### config.mk
export PLATFORM = sky130hd
export DESIGN_NAME = unified_mem_arbiter
export DESIGN_NICKNAME = d
export VERILOG_FILES = /design/src/rtl/unified_mem_arbiter.sv
export SDC_FILE = /design/constraint.sdc
export NUM_CORES = 1
export LEC_CHECK = 0
export CAP_MARGIN = 15
export CORE_MARGIN = 2
export CORE_UTILIZATION = 35
export CTS_CLUSTER_SIZE = 40
export DETAILED_ROUTE_END_ITERATION = 16
export PLACE_DENSITY_LB_ADDON = 0.15
export REMOVE_ABC_BUFFERS = 1
export SLEW_MARGIN = 5
export SYNTH_ARGS = -nofsm -noshare
export SYNTH_HDL_FRONTEND = slang
export SYNTH_SLANG_ARGS = --single-unit
### constraint.sdc
create_clock -name clk -period 2.6 [get_ports clk]
set_input_delay 0.52 -clock clk [delete_from_list [all_inputs] [get_ports clk]]
set_output_delay 0.52 -clock clk [all_outputs]
set_load 0.01 [all_outputs]
### src/rtl/unified_mem_arbiter.sv
// Unified memory arbiter: one single-ported memory shared by the fetch (I) and data (D) ports.
// Optional macro ARB_FAIRNESS_EN bounds how long a waiting fetch can be starved by data grants.
module unified_mem_arbiter #(
    parameter int ADDR_W       = 32,
    parameter int DATA_W       = 32,
    parameter int STARVE_LIMIT = 3
) (
    input  logic              clk,
    input  logic              reset,
    input  logic              i_req,
    input  logic [ADDR_W-1:0] i_addr,
    output logic              i_ready,
    output logic [DATA_W-1:0] i_rdata,
    input  logic              d_req,
    input  logic              d_we,
    input  logic [ADDR_W-1:0] d_addr,
    input  logic [DATA_W-1:0] d_wdata,
    output logic              d_ready,
    output logic [DATA_W-1:0] d_rdata,
    output logic              mem_valid,
    output logic              mem_we,
    output logic [ADDR_W-1:0] mem_addr,
    output logic [DATA_W-1:0] mem_wdata,
    input  logic              mem_ready,
    input  logic [DATA_W-1:0] mem_rdata,
    output logic              busy
);

    typedef enum logic [1:0] {
        ST_IDLE   = 2'd0,
        ST_ACCESS = 2'd1,
        ST_RESP   = 2'd2
    } state_t;

    localparam logic OWNER_I = 1'b0;
    localparam logic OWNER_D = 1'b1;

    state_t              state_reg, state_next;
    logic                owner_reg, owner_next;
    logic                we_reg, we_next;
    logic [ADDR_W-1:0]   addr_reg, addr_next;
    logic [DATA_W-1:0]   wdata_reg, wdata_next;
    logic [DATA_W-1:0]   i_rdata_reg, i_rdata_next;
    logic [DATA_W-1:0]   d_rdata_reg, d_rdata_next;
    logic                i_starved;
    logic                grant_d;

`ifdef ARB_FAIRNESS_EN
    localparam int CNT_W = $clog2(STARVE_LIMIT + 1);

    logic [CNT_W-1:0] starve_cnt_reg, starve_cnt_next;

    assign i_starved = (starve_cnt_reg == CNT_W'(STARVE_LIMIT));

    // Counts back-to-back D wins over a waiting fetch; any other grant resets it.
    always_comb begin
        starve_cnt_next = starve_cnt_reg;
        if (state_reg == ST_IDLE && (d_req || i_req)) begin
            if (grant_d && i_req)
                starve_cnt_next = starve_cnt_reg + CNT_W'(1);
            else
                starve_cnt_next = '0;
        end
    end

    always_ff @(posedge clk) begin
        if (reset)
            starve_cnt_reg <= '0;
        else
            starve_cnt_reg <= starve_cnt_next;
    end
`else
    assign i_starved = 1'b0;
`endif

    // Data wins ties (older instruction) unless the fetch has been starved too long.
    assign grant_d = d_req && !(i_req && i_starved);

    always_comb begin
        state_next   = state_reg;
        owner_next   = owner_reg;
        we_next      = we_reg;
        addr_next    = addr_reg;
        wdata_next   = wdata_reg;
        i_rdata_next = i_rdata_reg;
        d_rdata_next = d_rdata_reg;
        case (state_reg)
            ST_IDLE: begin
                if (grant_d) begin
                    owner_next = OWNER_D;
                    we_next    = d_we;
                    addr_next  = d_addr;
                    wdata_next = d_wdata;
                    state_next = ST_ACCESS;
                end else if (i_req) begin
                    owner_next = OWNER_I;
                    we_next    = 1'b0;
                    addr_next  = i_addr;
                    wdata_next = '0;
                    state_next = ST_ACCESS;
                end
            end
            ST_ACCESS: begin
                if (mem_ready) begin
                    if (owner_reg == OWNER_I)
                        i_rdata_next = mem_rdata;
                    else if (!we_reg)
                        d_rdata_next = mem_rdata;
                    state_next = ST_RESP;
                end
            end
            ST_RESP: begin
                state_next = ST_IDLE;
            end
            default: begin
                state_next = ST_IDLE;
            end
        endcase
    end

    always_ff @(posedge clk) begin
        if (reset) begin
            state_reg   <= ST_IDLE;
            owner_reg   <= OWNER_I;
            we_reg      <= 1'b0;
            addr_reg    <= '0;
            wdata_reg   <= '0;
            i_rdata_reg <= '0;
            d_rdata_reg <= '0;
        end else begin
            state_reg   <= state_next;
            owner_reg   <= owner_next;
            we_reg      <= we_next;
            addr_reg    <= addr_next;
            wdata_reg   <= wdata_next;
            i_rdata_reg <= i_rdata_next;
            d_rdata_reg <= d_rdata_next;
        end
    end

    assign mem_valid = (state_reg == ST_ACCESS);
    assign mem_we    = mem_valid && we_reg;
    assign mem_addr  = addr_reg;
    assign mem_wdata = wdata_reg;
    assign i_ready   = (state_reg == ST_RESP) && (owner_reg == OWNER_I);
    assign d_ready   = (state_reg == ST_RESP) && (owner_reg == OWNER_D);
    assign i_rdata   = i_rdata_reg;
    assign d_rdata   = d_rdata_reg;
    assign busy      = (state_reg != ST_IDLE);

endmodule

==> results of run 1 <==
[cell usage in the layout (no fill, tap or decap), types with 2 or more instances in the layout]
master,instances
clkdlybuf4s50_1,264
dfxtp_1,132
a21oi_1,99
nand2_1,99
nand2b_1,65
mux2i_1,64
o21ai_0,34
a211oi_1,32
clkbuf_16,17
buf_4,10
clkbuf_8,7
clkinv_2,5
and3b_1,2
nor2_2,2
buf_12,2
[routing by layer]
layer / part of all wire / global-route usage / vias to the layer above / wire [um]
met1: 0.43 / 0.238 / 2381 / 6970
met3: 0.087 / 0.0674 / 25 / 1410
met5: 0 / 0 / - / 0
met2: 0.46 / 0.323 / 202 / 7450
li1: - / - / 2509 / -
met4: 0.022 / 0.0802 / 0 / 350
[layout make-up]
class,instances,share of cell area
Tap cell,188,0.0270
Clock buffer,24,0.0599
Inverter,2,0.000862
Clock inverter,8,0.00818
Timing Repair Buffer,278,0.318
Multi-Input combinational cell,406,0.282
Sequential cell,132,0.303
[metrics by stage]
| step | area [um^2] | std cells | setup WS (ns) | hold WS [ns] |
|---|---|---|---|---|
| finish | 8710 | 1038 | 0.187 | 0.364 |
| global route | 8710 | 1038 | 0.103 | 0.360 |
| detailed placement | 8110 | 1005 | 0.0885 | 0.449 |
| floorplan | 5100 | 540 | 0.0821 | 0.452 |
| CTS | 8700 | 1037 | 0.146 | 0.348 |
| global placement | 8110 | 1005 | 0.200 | 0.440 |
[worst max path at each step]
stage | startpoint | to | cells past startpoint
2_1_floorplan | state_reg[1] | mem_addr[0] | 4
3_3_place_gp | i_req | mem_addr[19] | 5
4_1_cts | state_reg[0] | mem_we | 3
5_1_grt | state_reg[0] | mem_we | 3
3_5_place_dp | i_req | mem_addr[29] | 5
6_report | state_reg[0] | mem_we | 3
[cell families after synthesis]
family / after synthesis / synth area share
DFF: 132 / 0.494
buffers and inverters: 54 / 0.0475
AOI/OAI and AO/OA: 165 / 0.169
and+or+nand+nor: 177 / 0.169
muxes: 64 / 0.120
[power by group through the flow]
stage	Sequential (uW)	Clock, uW	Combinational (uW)
2_1_floorplan	2310	0	283
3_3_place_gp	2250	0	940
3_5_place_dp	2260	0	950
4_1_cts	2220	2380	954
5_1_grt	2230	2470	1030
6_report	2220	2340	947
[critical path, stage by stage, from the launching register on]
cell and delay (ns):
dfxtp_1 0.51, and2b_2 0.28, and2_1 0.14, clkdlybuf4s50_1 0.55
==> impl_metrics.json, run 1 <==
{
  "tns_ns": 0,
  "dieWidth_um": 128,
  "synth_edf_count": 0,
  "ys_seq_area_frac": 0.494,
  "gp_congestion": 0.860,
  "power.total_uw": 5500,
  "netlist_area_um2": 5350,
  "cts_buffers": 17,
  "vias": 5117,
  "yosys-top-cells-count": "dfxtp_1 (132), a21oi_1 (99), nand2_1 (99)",
  "slew_headroom": 0.456,
  "grt_pass1_vias": 5062,
  "critPathRequiredTime_ns": 2.08,
  "diodes": 0,
  "synth_top_area_frac": 0.494,
  "hold_end": "i_rdata[14]",
  "synthTopCellsByArea": "dfxtp_1 (49%), mux2i_1 (12%), a21oi_1 (9.3%), nand2b_1 (7.6%), nand2_1 (7.0%)",
  "clock_sinks": 132,
  "reg2reg_slack_ns": 0.68,
  "register_area_um2": 2640,
  "core_um2": 15100,
  "multi_input_area_um2": 2460,
  "drc": 0,
  "fin_skew_ns": 0.00815,
  "tightest_slew_ns": 0.815,
  "cp_max_fo": 7,
  "status": "complete, no violations",
  "ys_async_sr_fraction": 0,
  "grt_max_degree": 84,
  "ys_ff_latch": 132,
  "power_density_nw_per_um2": 631,
  "setup_viol_count_final": 0,
  "ant_nets": 0,
  "rows": 45,
  "dieArea_um2": 16300,
  "viasPerCell": 4.93,
  "yosys.cell_types.count": 23,
  "io_buffers": 266,
  "regToRegEndpoint": "d_rdata[5]",
  "num_io_pins": 267,
  "grt_usage": 0.198,
  "p_sw_frac": 0.243,
  "synth_cells": 592,
  "start_kind": "flip-flop",
  "reg2reg_from": "state_reg[0]",
  "rsz0062_at_grt": "false",
  "p_sw_uw": 1340,
  "arrival_ns": 1.89,
  "critical_path_class": "reg -> out",
  "synth_area_per_cell_um2": 9.03,
  "clockBufferDepth": 2,
  "cts_hold_buf": 0,
  "hold_viol": 0,
  "initial_core_util": 0.354,
  "p_seq_frac": 0.403,
  "dr.pass1.iters": 4,
  "yosysWarnings": 0,
  "ys.flop_type": "dfxtp_1",
  "fin_crit_sh": 0.928,
  "critical_path.endpoint_type": "primary output",
  "cts.clk_slew.worst_paths_ns": 0.06,
  "fill_cells": 1330,
  "grt_pass1_wl_um": 25300,
  "antenna_found_initial": 0,
  "cts_setup_buffers": 0,
  "cts_tree": "done",
  "die_y_um": 128,
  "syn_to_final_growth_pct": 63.0,
  "layout-drive-gt1-share": 0.0647,
  "clockPowerShare": 0.425,
  "holdPathStages": 2,
  "insertion_delay_ns": 0.41,
  "synth_top_area_cell": "dfxtp_1",
  "fin_crit_ns": 2.41,
  "p_comb_frac": 0.172,
  "slew_violations": 0,
  "clockRootBuffer": "clkbuf_16",
  "internal_power_uw": 4160,
  "drt_first_iter_violations": 208,
  "fin_nets": 971,
  "vdd_drop_max_uv": 436,
  "leakagePower_uw": 0.00343,
  "drv_cap": 0,
  "ff2ff_path_depth": 3,
  "grt.overflow.total": 0,
  "cts_resized": 0,
  "cts-htree-levels": 4,
  "wirelength_um": 16200,
  "min_from": "reset",
  "fin_util": 0.577,
  "dp_hpwl_um": 11400,
  "synthMostInstantiatedCell": "dfxtp_1",
  "max_freq_mhz": 414,
  "post_drt_wl_per_cell_um": 15.6,
  "worst_hold_path_type": "in -> reg"
}
No activity file was read; power rests on OpenSTA's default activity.
==> run 2: changes to the inputs <==
--- a/config.mk
+++ b/config.mk
@@ -7,7 +7,7 @@
 export LEC_CHECK = 0
 export CAP_MARGIN = 15
 export CORE_MARGIN = 2
-export CORE_UTILIZATION = 35
+export CORE_UTILIZATION = 43
 export CTS_CLUSTER_SIZE = 40
 export DETAILED_ROUTE_END_ITERATION = 16
 export PLACE_DENSITY_LB_ADDON = 0.15
==> run 2 against run 1 <==
Clock power about the same. Register-to-register slack about the same. Clock skew increased by 0.0029 ns. Clock-buffer cell count is 4 lower. Die area down 18%. Global-route usage increased by 4.6 points. Maximum frequency about the same. Combinational power up 0.7%. Sequential power is essentially flat. Largest power group unchanged.
==> impl_metrics.json, run 2 (synthesized netlist as in run 1, its figures left out) <==
{
  "status": "complete, no violations",
  "final_area_um2": 8670,
  "vdd_drop_max_uv": 380,
  "slowest_delay_ns": 0.56,
  "io_buffers": 266,
  "fin_crit_sh": 0.927,
  "cpLargestDelayFamily": "buffers and inverters",
  "slew_headroom": 0.461,
  "gp_congestion": 0.819,
  "arrival_ns": 1.89,
  "vias": 5094,
  "rows": 40,
  "leakagePower_uw": 0.00340,
  "drc": 0,
  "dieWidth_um": 116,
  "grt.overflow.total": 0,
  "tns_ns": 0,
  "cts_hold_buf": 0,
  "critical_path_class": "reg -> out",
  "clockRootBuffer": "clkbuf_16",
  "die_y_um": 116,
  "worst_path_max_delay_cell": "clkdlybuf4s50_1",
  "grt_max_degree": 44,
  "dp_hpwl_um": 11700,
  "wirelength_um": 16500,
  "critPathRequiredTime_ns": 2.08,
  "worstPathCellList": "and2b_2 -> and2_1 -> clkdlybuf4s50_1",
  "drv_cap": 0,
  "hold_viol": 0,
  "clock_sinks": 132,
  "rsz0062_at_grt": "false",
  "start_kind": "flip-flop",
  "fill_cells": 920,
  "placed_area_um2": 8070,
  "clockBufferDepth": 2,
  "antenna_found_initial": 0,
  "diodes": 0,
  "grt_pass1_wl_um": 25200,
  "most-common-layout-cells": "clkdlybuf4s50_1 (264), dfxtp_1 (132), a21oi_1 (99), nand2_1 (99), nand2b_1 (65)",
  "cp_max_fo": 7,
  "cts.clk_slew.worst_paths_ns": 0.06,
  "power.total_uw": 5510,
  "drt_first_iter_violations": 370,
  "syn_to_final_growth_pct": 62.2,
  "mostFrequentLayoutCell": "clkdlybuf4s50_1",
  "cts-htree-levels": 4,
  "fin_crit_ns": 2.41,
  "slew_violations": 0,
  "layout-drive-gt1-share": 0.0635,
  "dr.pass1.iters": 4,
  "fin_util": 0.719,
  "initial_core_util": 0.443,
  "num_io_pins": 267,
  "setup_viol_count_final": 0,
  "insertion_delay_ns": 0.42,
  "critical_path.endpoint_type": "primary output",
  "power_density_nw_per_um2": 635,
  "cts_setup_buffers": 0,
  "grt_usage": 0.243,
  "ant_nets": 0,
  "max_freq_mhz": 415,
  "fin_skew_ns": 0.0110,
  "grt_pass1_vias": 5153,
  "cts_buffers": 17,
  "cts_tree": "done",
  "post_drt_wl_per_cell_um": 16.2,
  "tightest_slew_ns": 0.807,
  "cts_resized": 0,
  "worst-path-buf-inv": 1,
  "core_um2": 12100,
  "dieArea_um2": 13300,
  "fin_nets": 971,
  "viasPerCell": 5.00,
  "worst_hold_path_type": "in -> reg"
}
## run 2: power breakdown
part,switching (uW),total (uW),internal [uW]
registers,70.3,2220,2150
logic,424,954,529
clock network,879,2340,1460
total,1370,5510,4140
## run 2: worst reg2reg max path: stages (launching register included)
cell and delay, ns:
dfxtp_1 0.51, and2b_2 0.27, nand4b_4 0.64, mux2i_1 0.39
## run 2: layer usage
metal / track usage / part of all wire / vias to the layer above
li1: - / - / 2516
met1: 0.258 / 0.39 / 2346
met2: 0.444 / 0.51 / 209
met3: 0.0837 / 0.085 / 23
met4: 0.0916 / 0.022 / 0
met5: 0 / 0 / -
## run 2: final cells by class
cell class	instances	area (um^2)	share of cell area
repair buffers	278	2770	0.319
multi-input cells	406	2460	0.284
inverters	2	7.51	0.000866
clock inverters	12	130	0.0150
flip-flops and latches	132	2640	0.305
clock buffers	20	457	0.0527
well taps	168	210	0.0242
## run 2: path summary, 6_finish.rpt
path	start	end	slack [ns]	cells past startpoint
hold reg to reg	i_rdata[3]	i_rdata[3]	0.45	2
setup / recovery	state_reg[0]	mem_we	0.19	3
hold / removal	d_req	owner_reg	0.45	3
setup reg to reg	state_reg[0]	d_rdata[2]	0.69	3
## run 2: through the flow
stage | setup slack, ns | instances | hold WS [ns]
after floorplan | 0.0821 | 540 | 0.452
after global placement | 0.202 | 985 | 0.442
after detailed placement | 0.0912 | 985 | 0.445
final | 0.189 | 1018 | 0.450
after CTS | 0.162 | 1017 | 0.451
after global routing | 0.0984 | 1018 | 0.469
==> run 3: changes to the inputs <==
--- a/config.mk
+++ b/config.mk
@@ -7,9 +7,10 @@
 export LEC_CHECK = 0
 export CAP_MARGIN = 15
 export CORE_MARGIN = 2
-export CORE_UTILIZATION = 43
+export CORE_UTILIZATION = 55
 export CTS_CLUSTER_SIZE = 40
 export DETAILED_ROUTE_END_ITERATION = 16
+export DONT_BUFFER_PORTS = 1
 export PLACE_DENSITY_LB_ADDON = 0.15
 export REMOVE_ABC_BUFFERS = 1
 export SLEW_MARGIN = 5
==> run 3 against run 2 <==
Sequential share of layout area is 15 points higher. Sequential power grew 4%. Critical path depth shrank 1. Largest cell class is now flip-flops and latches.
==> impl_metrics.json, run 3 (synthesized netlist as in run 1, its figures left out) <==
{
  "status": "complete, no violations",
  "drv_cap": 0,
  "tightest_slew_ns": 0.778,
  "fin_crit_sh": 0.795,
  "cts-htree-levels": 4,
  "dr.pass1.iters": 4,
  "grt_pass1_vias": 3740,
  "cp_max_fo": 7,
  "io_buffers": 0,
  "dieWidth_um": 103,
  "rsz0062_at_grt": "false",
  "min_from": "reset",
  "fin_crit_ns": 2.07,
  "fin_util": 0.629,
  "vdd_drop_max_uv": 438,
  "post_drt_wl_per_cell_um": 18.3,
  "hold_end": "i_rdata[16]",
  "fill_cells": 820,
  "diodes": 0,
  "die_y_um": 103,
  "grt_pass1_wl_um": 19000,
  "reg2reg_from": "state_reg[0]",
  "slew_headroom": 0.481,
  "viasPerCell": 5.74,
  "placed_area_um2": 5320,
  "drc": 0,
  "start_kind": "flip-flop",
  "clockRootBuffer": "clkbuf_8",
  "grt_usage": 0.231,
  "layout-drive-gt1-share": 0.0796,
  "power_density_nw_per_um2": 825,
  "worst_hold_path_type": "in -> reg",
  "critical_path.endpoint_type": "primary output",
  "initial_core_util": 0.573,
  "gp_congestion": 0.752,
  "cts_tree": "done",
  "rows": 35,
  "ff2ff_path_depth": 3,
  "mostFrequentLayoutCell": "dfxtp_1",
  "hold_ws_ns": 0.0898,
  "cts_resized": 0,
  "cts_hold_buf": 0,
  "grt_max_degree": 165,
  "core_um2": 9330,
  "dp_hpwl_um": 8670,
  "grt.overflow.total": 0,
  "fin_skew_ns": 0.00891,
  "dieArea_um2": 10500,
  "arrival_ns": 1.55,
  "cts.clk_slew.worst_paths_ns": 0.06,
  "antenna_found_initial": 0,
  "most-common-layout-cells": "dfxtp_1 (132), a21oi_1 (99), nand2_1 (99)",
  "num_io_pins": 267,
  "critical_path_class": "reg -> out",
  "syn_to_final_growth_pct": 9.67,
  "final_area_um2": 5860,
  "vias": 4055,
  "critPathRequiredTime_ns": 2.08,
  "clock_sinks": 132,
  "insertion_delay_ns": 0.50,
  "slew_violations": 0,
  "clockBufferDepth": 2,
  "power.total_uw": 4840,
  "cts_buffers": 17,
  "ant_nets": 0,
  "setup_viol_count_final": 0,
  "max_freq_mhz": 484,
  "cts_setup_buffers": 0,
  "tns_ns": 0,
  "hold_viol": 0,
  "fin_nets": 699,
  "drt_first_iter_violations": 146,
  "wirelength_um": 12900,
  "reg2reg_slack_ns": 0.67,
  "leakagePower_uw": 0.00236,
  "holdPathStages": 1,
  "regToRegEndpoint": "d_rdata[8]"
}
## run 3: cell types whose count changed in the layout (fill, tap and decap cells not counted), sizes merged
cell / before / now
clkdlybuf4s50: 264 / 0
buf: 14 / 6
bufinv: 2 / 1
inv: 3 / 6
clkinvlp: 5 / 4
clkinv: 4 / 5
clkbuf: 20 / 18
## run 3: how the worst max path moves through the flow
stage	start	endpoint	slack, ns	cells past startpoint
2_1_floorplan	state_reg[1]	mem_addr[0]	0.08	4
3_3_place_gp	state_reg[0]	d_rdata[16]	0.78	3
3_5_place_dp	state_reg[0]	d_rdata[23]	0.65	3
4_1_cts	state_reg[1]	mem_we	0.49	2
5_1_grt	state_reg[1]	i_ready	0.46	1
6_report	state_reg[1]	mem_we	0.53	2
## run 3: layer usage
layer,routed length (um),vias up,track usage
met1,4860,1839,0.277
met4,371,0,0.107
met2,6350,218,0.375
met3,1330,26,0.0786
li1,-,1972,-
met5,0,-,0
## run 3: power by group
group	internal [uW]	switching (uW)	total [uW]	leakage (uW)
Clock	1280	905	2180	0.000258
Sequential	2150	151	2300	0.00108
Combinational	156	204	361	0.00102
## run 3: stage by stage
step                      cells  worst slack [ns]
final                       707             0.532
after global routing        707             0.456
after CTS                   707             0.492
after detailed placement    675             0.655
after global placement      675             0.780
after floorplan             540            0.0821
## run 3: layout make-up
class / count / area [um^2] / share of cell area
repair buffers: 6 / 45.0 / 0.00768
flip-flops and latches: 132 / 2640 / 0.451
inverters: 2 / 7.51 / 0.00128
multi-input cells: 406 / 2460 / 0.420
clock buffers: 18 / 418 / 0.0713
clock inverters: 14 / 128 / 0.0218
well taps: 129 / 161 / 0.0275
## run 3: critical path: stages (launching register included)
cell     delay (ns)
dfxtp_1        0.50
and2b_2        0.33
and2_1         0.21
